===== config.mk =====
export PLATFORM = sky130hd
export DESIGN_NAME = updown_sweep_ctrl
export DESIGN_NICKNAME = d
export VERILOG_FILES = /design/src/rtl/sweep_pkg.sv /design/src/rtl/updown_counter_core.sv /design/src/rtl/updown_sweep_ctrl.sv
export SDC_FILE = /design/constraint.sdc
export NUM_CORES = 1
export LEC_CHECK = 0
export CORE_MARGIN = 10
export CORE_UTILIZATION = 62
export DETAILED_ROUTE_END_ITERATION = 10
export GPL_TIMING_DRIVEN = 1
export PLACE_DENSITY_LB_ADDON = 0.08
export SYNTH_ARGS = -nofsm -noshare
export SYNTH_HDL_FRONTEND = slang
export SYNTH_SLANG_ARGS = --single-unit

===== constraint.sdc =====
create_clock -name clk -period 8.8 [get_ports clk]
set_input_delay 1.76 -clock clk [delete_from_list [all_inputs] [get_ports clk]]
set_output_delay 1.76 -clock clk [all_outputs]
set_load 0.005 [all_outputs]

===== src/rtl/sweep_pkg.sv =====
// Shared types and default sizes for the up/down sweep sequencer.
package sweep_pkg;

  localparam int WIDTH_DEF   = 32;
  localparam int DWELL_W_DEF = 8;
  localparam int REP_W_DEF   = 16;

  typedef enum logic [2:0] {
    ST_IDLE,
    ST_RISE,
    ST_HOLD_HI,
    ST_FALL,
    ST_HOLD_LO
  } state_t;

endpackage


===== src/rtl/updown_counter_core.sv =====
// Plain WIDTH-bit up/down counter with synchronous load; load wins over count enable.
module updown_counter_core #(
  parameter int WIDTH = sweep_pkg::WIDTH_DEF
) (
  input  logic             clk,
  input  logic             rst_n,
  input  logic             en,
  input  logic             down,
  input  logic             load,
  input  logic [WIDTH-1:0] load_val,
  output logic [WIDTH-1:0] count
);
  import sweep_pkg::*;

  // Counter register: load, else step up or down when enabled.
  always_ff @(posedge clk or negedge rst_n) begin
    if (!rst_n) begin
      count <= '0;
    end else if (load) begin
      count <= load_val;
    end else if (en) begin
      count <= down ? count - WIDTH'(1) : count + WIDTH'(1);
    end
  end

endmodule


===== src/rtl/updown_sweep_ctrl.sv =====
// Triangle-wave sweep sequencer driving an up/down counter between two bounds.
//
// state      | meaning
// -----------+-----------------------------------------------------------
// ST_IDLE    | ready for a command; count holds its last value
// ST_RISE    | stepping up toward hi; arrival at hi is the first hi cycle
// ST_HOLD_HI | remaining d cycles parked at hi
// ST_FALL    | stepping down toward lo; arrival at lo is the first lo cycle
// ST_HOLD_LO | remaining d cycles parked at lo; last one ends the period
module updown_sweep_ctrl #(
  parameter int WIDTH   = sweep_pkg::WIDTH_DEF,
  parameter int DWELL_W = sweep_pkg::DWELL_W_DEF,
  parameter int REP_W   = sweep_pkg::REP_W_DEF
) (
  input  logic               clk,
  input  logic               rst_n,
  input  logic               cmd_valid,
  output logic               cmd_ready,
  input  logic [WIDTH-1:0]   cmd_lo,
  input  logic [WIDTH-1:0]   cmd_hi,
  input  logic [DWELL_W-1:0] cmd_dwell,
  input  logic [REP_W-1:0]   cmd_reps,
  input  logic               abort,
  output logic [WIDTH-1:0]   count,
  output logic               down,
  output logic               busy,
  output logic               done,
  output logic               err
);
  import sweep_pkg::*;

  state_t             state, state_next;
  logic [WIDTH-1:0]   lo_q, hi_q;
  logic [DWELL_W-1:0] dwell_q, dwell_cnt;
  logic [REP_W-1:0]   reps_q, period_cnt;

  logic             ctr_en, ctr_down, ctr_load;
  logic [WIDTH-1:0] ctr_load_val;
  logic             latch, dwell_load, dwell_dec, period_inc, period_clr, period_end;
  logic             done_next, err_next;

  assign cmd_ready = (state == ST_IDLE);
  assign busy      = (state != ST_IDLE);

  updown_counter_core #(.WIDTH(WIDTH)) u_core (
    .clk      (clk),
    .rst_n    (rst_n),
    .en       (ctr_en),
    .down     (ctr_down),
    .load     (ctr_load),
    .load_val (ctr_load_val),
    .count    (count)
  );

  // State register.
  always_ff @(posedge clk or negedge rst_n) begin
    if (!rst_n) state <= ST_IDLE;
    else        state <= state_next;
  end

  // Next state and counter/timer controls; abort overrides everything while busy.
  always_comb begin
    state_next   = state;
    ctr_en       = 1'b0;
    ctr_down     = 1'b0;
    ctr_load     = 1'b0;
    ctr_load_val = lo_q;
    latch        = 1'b0;
    dwell_load   = 1'b0;
    dwell_dec    = 1'b0;
    period_inc   = 1'b0;
    period_clr   = 1'b0;
    period_end   = 1'b0;
    done_next    = 1'b0;
    err_next     = 1'b0;
    case (state)
      ST_IDLE: begin
        if (cmd_valid) begin
          if (cmd_lo >= cmd_hi) begin
            err_next = 1'b1;
          end else begin
            latch        = 1'b1;
            ctr_load     = 1'b1;
            ctr_load_val = cmd_lo;
            period_clr   = 1'b1;
            state_next   = ST_RISE;
          end
        end
      end
      ST_RISE: begin
        if (count != hi_q) begin
          ctr_en = 1'b1;
        end else if (dwell_q == '0) begin
          ctr_en     = 1'b1;
          ctr_down   = 1'b1;
          state_next = ST_FALL;
        end else begin
          dwell_load = 1'b1;
          state_next = ST_HOLD_HI;
        end
      end
      ST_HOLD_HI: begin
        if (dwell_cnt == '0) begin
          ctr_en     = 1'b1;
          ctr_down   = 1'b1;
          state_next = ST_FALL;
        end else begin
          dwell_dec = 1'b1;
        end
      end
      ST_FALL: begin
        if (count != lo_q) begin
          ctr_en   = 1'b1;
          ctr_down = 1'b1;
        end else if (dwell_q == '0) begin
          period_end = 1'b1;
        end else begin
          dwell_load = 1'b1;
          state_next = ST_HOLD_LO;
        end
      end
      ST_HOLD_LO: begin
        if (dwell_cnt == '0) period_end = 1'b1;
        else                 dwell_dec  = 1'b1;
      end
      default: state_next = ST_IDLE;
    endcase

    // Period boundary: finish, or restart the climb one above lo (lo was just shown).
    if (period_end) begin
      period_inc = 1'b1;
      if (reps_q != '0 && (period_cnt + REP_W'(1)) == reps_q) begin
        done_next  = 1'b1;
        state_next = ST_IDLE;
      end else begin
        ctr_load     = 1'b1;
        ctr_load_val = lo_q + WIDTH'(1);
        state_next   = ST_RISE;
      end
    end

    if (state != ST_IDLE && abort) begin
      state_next = ST_IDLE;
      ctr_en     = 1'b0;
      ctr_load   = 1'b0;
      dwell_load = 1'b0;
      dwell_dec  = 1'b0;
      period_inc = 1'b0;
      done_next  = 1'b0;
    end
  end

  // Command fields, dwell down-counter, period counter and registered status outputs.
  always_ff @(posedge clk or negedge rst_n) begin
    if (!rst_n) begin
      lo_q       <= '0;
      hi_q       <= '0;
      dwell_q    <= '0;
      reps_q     <= '0;
      dwell_cnt  <= '0;
      period_cnt <= '0;
      down       <= 1'b0;
      done       <= 1'b0;
      err        <= 1'b0;
    end else begin
      if (latch) begin
        lo_q    <= cmd_lo;
        hi_q    <= cmd_hi;
        dwell_q <= cmd_dwell;
        reps_q  <= cmd_reps;
      end
      if (dwell_load)     dwell_cnt <= dwell_q - DWELL_W'(1);
      else if (dwell_dec) dwell_cnt <= dwell_cnt - DWELL_W'(1);
      if (period_clr)      period_cnt <= '0;
      else if (period_inc) period_cnt <= period_cnt + REP_W'(1);
      down <= (state_next == ST_FALL) || (state_next == ST_HOLD_LO);
      done <= done_next;
      err  <= err_next;
    end
  end

endmodule


**Word level (Yosys, flattened, before mapping)**

Index checks and enable logic that the tools add are counted.

- $add $sub $neg: 6
- $lt $le $gt $ge: 1
- Equality and inequality tests: 9
- Mux-type cells: 55
- Reduce and logical (&&, ||, !) cells: 12

Operators by type and width:

| kind | count |
|---|---|
| 2-to-1 mux 32 bit | 8 |
| adder 32 x 1 -> 32 bit (second input constant) | 2 |
| inequality test 32 bit | 2 |
| >= comparator 32 bit | 1 |
| 2-to-1 mux 16 bit | 2 |
| subtractor 32 x 1 -> 32 bit (second input constant) | 1 |
| 2-to-1 mux 1 bit | 30 |
| 2-to-1 mux 3 bit | 8 |
| adder 16 x 1 -> 16 bit (second input constant) | 1 |
| == test 16 bit | 1 |
| zero test 8 bit | 2 |
| 2-to-1 mux 8 bit | 2 |
| nonzero test 16 bit | 1 |
| subtractor 8 x 1 -> 8 bit (second input constant) | 2 |
| one-hot mux 3 bit (5 select lines) | 1 |
| == test 3 x 2 -> 1 bit (second input constant) | 3 |
| == test 3 bit (second input constant) | 2 |
| one-hot mux 1 bit (3 select lines) | 2 |
| nonzero test 2 bit | 3 |
| one-hot mux 1 bit (2 select lines) | 2 |
| == test 3 x 1 -> 1 bit (second input constant) | 1 |
| zero test 3 bit | 1 |
| nonzero test 3 bit | 1 |
| logical AND 1 bit | 2 |
| 2 further kinds | 2 |

- Register bits: 150
- Input port bits: 92
- Output and inout port bits: 37
- Word-level logic and storage cells: 94

**Logic depth before layout (Yosys ltp)**

- Depth after elaboration: 8
- Mapped depth: 17

**Modules after synthesis**

From an unflattened synthesis, not the netlist that was laid out.

- Cells, all modules: 1383
- Area, all modules: 11487.3 um^2

By module, submodules not included:

| module | instances | cells each | area each (um^2) | sequential area each (um^2) |
|---|---|---|---|---|
| updown_sweep_ctrl | 1 | 1006 | 8400.6 | 2952.8 |
| updown_counter_core | 1 | 377 | 3086.7 | 800.8 |

**Worst setup path before layout**

OpenSTA, ideal clock, no wires.

- Path type: flip-flop to flip-flop
- Start: register dwell_cnt[4]
- End: register u_core.count[24]
- Setup time: 126 ps
- Data arrival time: 4911 ps
- Required time: 8674 ps
- Path slack: 3763 ps
- Cell stages (with the launch flop): 16
- Path buffers: 0
- Clock period less this slack: 5037 ps
- Cells stage by stage: dfrtp_1 or4_1 or4_4 nor2_4 nor4b_2 a211o_1 ha_1 and3_1 and3_1 a211oi_1 a21oi_1 a31oi_1 a311oi_1 a2111oi_0 nor4_1 a221o_1

- Longest elaborated chain between the ends: 6
- Elaborated cells on any way between the ends: 13
- Those cells by class: mux (11); reduce/logical (2)

RTL lines:

| what | RTL line | source |
|---|---|---|
| start: declaration | updown_sweep_ctrl.sv:34 | `logic [DWELL_W-1:0] dwell_q, dwell_cnt;` |
| start signal: assignment | updown_sweep_ctrl.sv:172 | `if (dwell_load) dwell_cnt <= dwell_q - DWELL_W'(1);` |
| start signal: assignment | updown_sweep_ctrl.sv:173 | `else if (dwell_dec) dwell_cnt <= dwell_cnt - DWELL_W'(1);` |
| zero test 8 bit * | updown_sweep_ctrl.sv:103, updown_sweep_ctrl.sv:123 |  |
| 2-to-1 mux 1 bit * | updown_sweep_ctrl.sv:103, updown_sweep_ctrl.sv:123 |  |
| one-hot mux 1 bit (3 select lines) / one-hot mux 1 bit (2 select lines) (equally long branches) | updown_sweep_ctrl.sv:76 | `case (state)` |
| 2-to-1 mux 32 bit / 2-to-1 mux 1 bit (equally long branches) | updown_counter_core.sv:22, updown_sweep_ctrl.sv:130 |  |
| 2-to-1 mux 32 bit / 2-to-1 mux 1 bit (equally long branches) | updown_counter_core.sv:21, updown_sweep_ctrl.sv:142 |  |
| 2-to-1 mux 32 bit / nonzero test 2 bit (equally long branches) | - |  |
| end signal: assignment | updown_counter_core.sv:20 | `count <= load_val;` |
| end signal: assignment | updown_counter_core.sv:22 | `count <= down ? count - WIDTH'(1) : count + WIDTH'(1);` |
| end: declaration | updown_counter_core.sv:11 | `output logic [WIDTH-1:0] count` |

Every way passes the cells marked *; elsewhere a longest branch is shown, timed or not. The select of a mux whose other input is x is not followed.
A chain may end at the register's enable or synchronous reset.

**Final worst setup path**

- Start: register u_core.count[5]
- End: register u_core.count[24]

- Longest elaborated chain between the ends: 6
- Elaborated cells on any way between the ends: 19
- Those cells by class: add/sub (2); eq/ne (2); mux (14); reduce/logical (1)

RTL lines:

| what |
|---|
| parallel branches: the longest is 6 deep, another holds adder 32 x 1 -> 32 bit |

Several ways; the timed one is not identified. The select of a mux whose other input is x is not followed.

==> impl_metrics.py <==
metrics = {
    "timing": {
        "final.period_utilization_pct": 66.2,
        "clock.fmax_ghz": 0.172,
        "fin_skew_ps": 13.2,
        "layout_min_cycle_time_ps": 5830,
        "rsz0062_at_grt": "no",
        "maxSlewViolCount": 0,
        "relSlewSlack_pct": 20.5,
        "worst_pin_slew_ps": 1180,
        "hold_viol_final": 0,
        "setup-tns-final_ps": 0,
        "finalSetupViolCount": 0,
    },
    "power_and_ir_drop": {
        "power.switching_mw": 1.66,
        "intPower_mw": 2.15,
        "clkPwrFrac_pct": 19.2,
        "finalPower_mw": 3.80,
        "seq_power_share_pct": 37.6,
        "sw_frac_of_total_pct": 43.6,
        "p_per_area_nw_per_um2": 294,
        "ir_drop_mv": 0.238,
        "power.leakage_nw": 5.64,
        "comb_power_share_pct": 43.3,
    },
    "place": {
        "port_buffers": 128,
        "place.gp.congestion": 0.968,
        "dp_hpwl_mm": 24.9,
        "place_area_sq_um": 12400,
    },
    "floorplanning": {
        "chipHeight_um": 153,
        "coreArea_sq_um": 17400,
        "die_x_um": 153,
        "initial_core_util_pct": 63.7,
        "die_area_sq_um": 23600,
        "row_count": 48,
        "pin_count": 129,
    },
    "setup_path": {
        "cp_slowest_cell": "a2111oi_0",
        "crit_family": "compound AO/OA/AOI/OAI gates",
        "cp-start-kind": "flip-flop",
        "worstSetupPathType": "flip-flop to flip-flop",
        "cp.buffers_inverters": 1,
        "cp.required_ps": 9120,
        "worst_ep_arrival_time_ps": 6150,
        "cp_cell_sequence": "xnor2_1 -> nand4_1 -> nor4_1 -> a211oi_1 -> a211o_1 -> buf_4 -> fa_1 -> a211oi_1 -> o21bai_1 -> a211oi_1 -> a21oi_1 -> a31oi_1 -> a311oi_1 -> a2111oi_0 -> nor4_1 -> a221o_1",
        "critPathCaptureType": "flip-flop",
        "max_stage_delay_ps": 590,
        "crit_top_cell": "a211oi_1",
        "path_max_fanout": 36,
    },
    "clock_network": {
        "cts_hold_buf": 0,
        "cts.clk_slew.worst_paths_ps": 70,
        "cts_resized": 0,
        "clk-insertion-delay-late_ps": 440,
        "numCtsBuffers": 17,
        "cts_setup_buffers": 0,
        "cts_tree": "built",
        "cts.sinks": 150,
        "htreeDepth": 4,
        "cts.path.max_buffers": 2,
        "clock-root-buffer": "clkbuf_16",
    },
    "finish": {
        "layout_common_cells": "nand2_1, dfrtp_1, clkdlybuf4s50_1, xnor2_1, nor2_1",
        "final_common_cell": "nand2_1",
        "nFillCells": 1349,
        "num_antenna_cells": 0,
        "fin_area_sq_um": 12900,
        "final_util_pct": 74.5,
        "multi_input_area_sq_um": 6820,
        "nNetsFinal": 1526,
        "syn2layout_area_growth_pct": 17.1,
        "final_layout_size_suffix_gt1_share_pct": 6.01,
        "seq_area_sq_um": 3750,
    },
    "global_route": {
        "grt_pass1_wl_mm": 53.0,
        "antenna_found_initial": 1,
        "grt_max_degree": 78,
        "track_usage_pct": 27.4,
        "first_global_vias": 9827,
        "grt_overflow_total": 0,
    },
    "routing": {
        "routed_wl_mm": 33.5,
        "detail_route.wl_per_cell_um": 20.8,
        "drc": 0,
        "ant_nets": 0,
        "vias": 10257,
        "drt-pass1-iter-count": 8,
        "dr.first_iter.drc_count": 1211,
        "viasPerCell": 6.39,
    },
    "synthesis": {
        "syn_nets": 1437,
        "ys_warn_count": 0,
        "synth_cells": 1279,
        "async_flop_share_pct": 100,
        "netlist_area_sq_um": 11000,
        "synth_edf_count": 0,
        "synth.distinct_cells": 79,
        "synthFlopType": "dfrtp_1",
        "syn_avg_cell_area_sq_um": 8.64,
        "ys_ff_latch": 150,
        "yosysSeqAreaShare_pct": 34.0,
    },
    "job": {
        "maxCapViolCount": 0,
    },
    "outcome": {
        "status": "completed",
    },
    "worst_hold_path": {
        "worstHoldPathType": "flip-flop to flip-flop",
    },
}
==> flip-flops by register name, indices dropped and copies added, names as in the netlist, 3 cells and up <==
signal,cells
dwell_cnt,8
period_cnt,16
lo_q,32
u_core.count,32
hi_q,32
reps_q,16
state,3
dwell_q,8
==> cell usage after synthesis (all sizes together) (6+ instances only) <==
cell	count	area share (%)
nand4	39	2.2
a21o	18	1.2
and4	7	0.55
clkbuf	32	1.1
xnor2	86	6.8
a2bb2oi	7	0.55
dfrtp	150	34
buf	30	1.6
nand2	200	6.8
inv	50	1.7
or4	10	0.71
ha	65	7.4
mux2	23	2.3
a21oi	56	2.5
nor3	18	0.86
nand2b	7	0.40
o21ai	85	3.9
or3	12	0.68
nor4	24	1.4
nand3	32	1.6
xor2	72	5.7
nor2b	13	0.74
mux2i	23	2.1
o211ai	15	1.0
nor2	84	3.3
and3	12	0.68
o21a	9	0.61
a211oi	14	0.95
a31oi	8	0.45
nor4b	6	0.53
a2111oi	6	0.53
==> worst reg2reg max path, stage by stage (launching register included) <==
cell	delay, ps
dfrtp_1	490
xnor2_1	360
nand4_1	230
nor4_1	530
a211oi_1	150
a211o_1	320
buf_4	270
fa_1	500
a211oi_1	260
o21bai_1	130
a211oi_1	400
a21oi_1	210
a31oi_1	530
a311oi_1	300
a2111oi_0	590
nor4_1	110
a221o_1	330
==> power by group through the flow <==
stage               Clock, mW  Combinational (mW)  Sequential (mW)
floorplan                   0                1.14             1.25
global placement            0                1.57             1.41
detailed placement          0                1.60             1.42
CTS                     0.732                1.63             1.41
global route            0.765                1.81             1.45
finish                  0.729                1.65             1.43
==> cells by family (layout without fill, tap and decap cells) <==
logic type / count (synthesis) / after routing / synth area share, %
simple gates: 481 / 481 / 21.6
compound gates: 266 / 266 / 15.6
xor+xnor: 158 / 158 / 12.5
flops: 150 / 150 / 34.0
buf+inv: 112 / 214 / 4.38
fa+ha+maj: 66 / 66 / 7.54
mux: 46 / 46 / 4.43
==> worst paths after layout <==
check                                   end  slack [ps]            start  depth (start not counted)
setup / recovery           u_core.count[24]        2970  u_core.count[5]                         16
hold / removal                   dwell_q[7]         500       dwell_q[7]                          2
setup reg to reg           u_core.count[24]        2970  u_core.count[5]                         16
hold reg to reg                  dwell_q[7]         500       dwell_q[7]                          2
max in group asynchronous         reps_q[7]        6020            rst_n                          2
min in group asynchronous   u_core.count[2]        1330            rst_n                          1
==> stage by stage <==
| stage | instances | hold WS (ps) | worst slack [ps] |
|---|---|---|---|
| 4_1_cts | 1606 | 504 | 3100 |
| 3_3_place_gp | 1574 | 481 | 2780 |
| 6_report | 1606 | 504 | 2970 |
| 2_1_floorplan | 1279 | 462 | 3760 |
| 5_1_grt | 1606 | 540 | 2650 |
| 3_5_place_dp | 1574 | 488 | 2690 |
==> routing by layer <==
layer / share of wire (%) / vias to the layer above / track usage [%]
met5: 0.027 / - / 0
met2: 45 / 517 / 40.9
li1: - / 4738 / -
met4: 2.9 / 2 / 8.91
met3: 9.0 / 86 / 7.09
met1: 43 / 4914 / 37.8
==> layout make-up <==
class	count	area share, %
clock buffers	18	3.40
clock inverters	14	1.09
inverters	50	1.45
multi-input cells	1017	52.7
flip-flops and latches	150	29.0
well taps	225	2.18
repair buffers	132	10.1
Power figures use the tool's default switching activity.
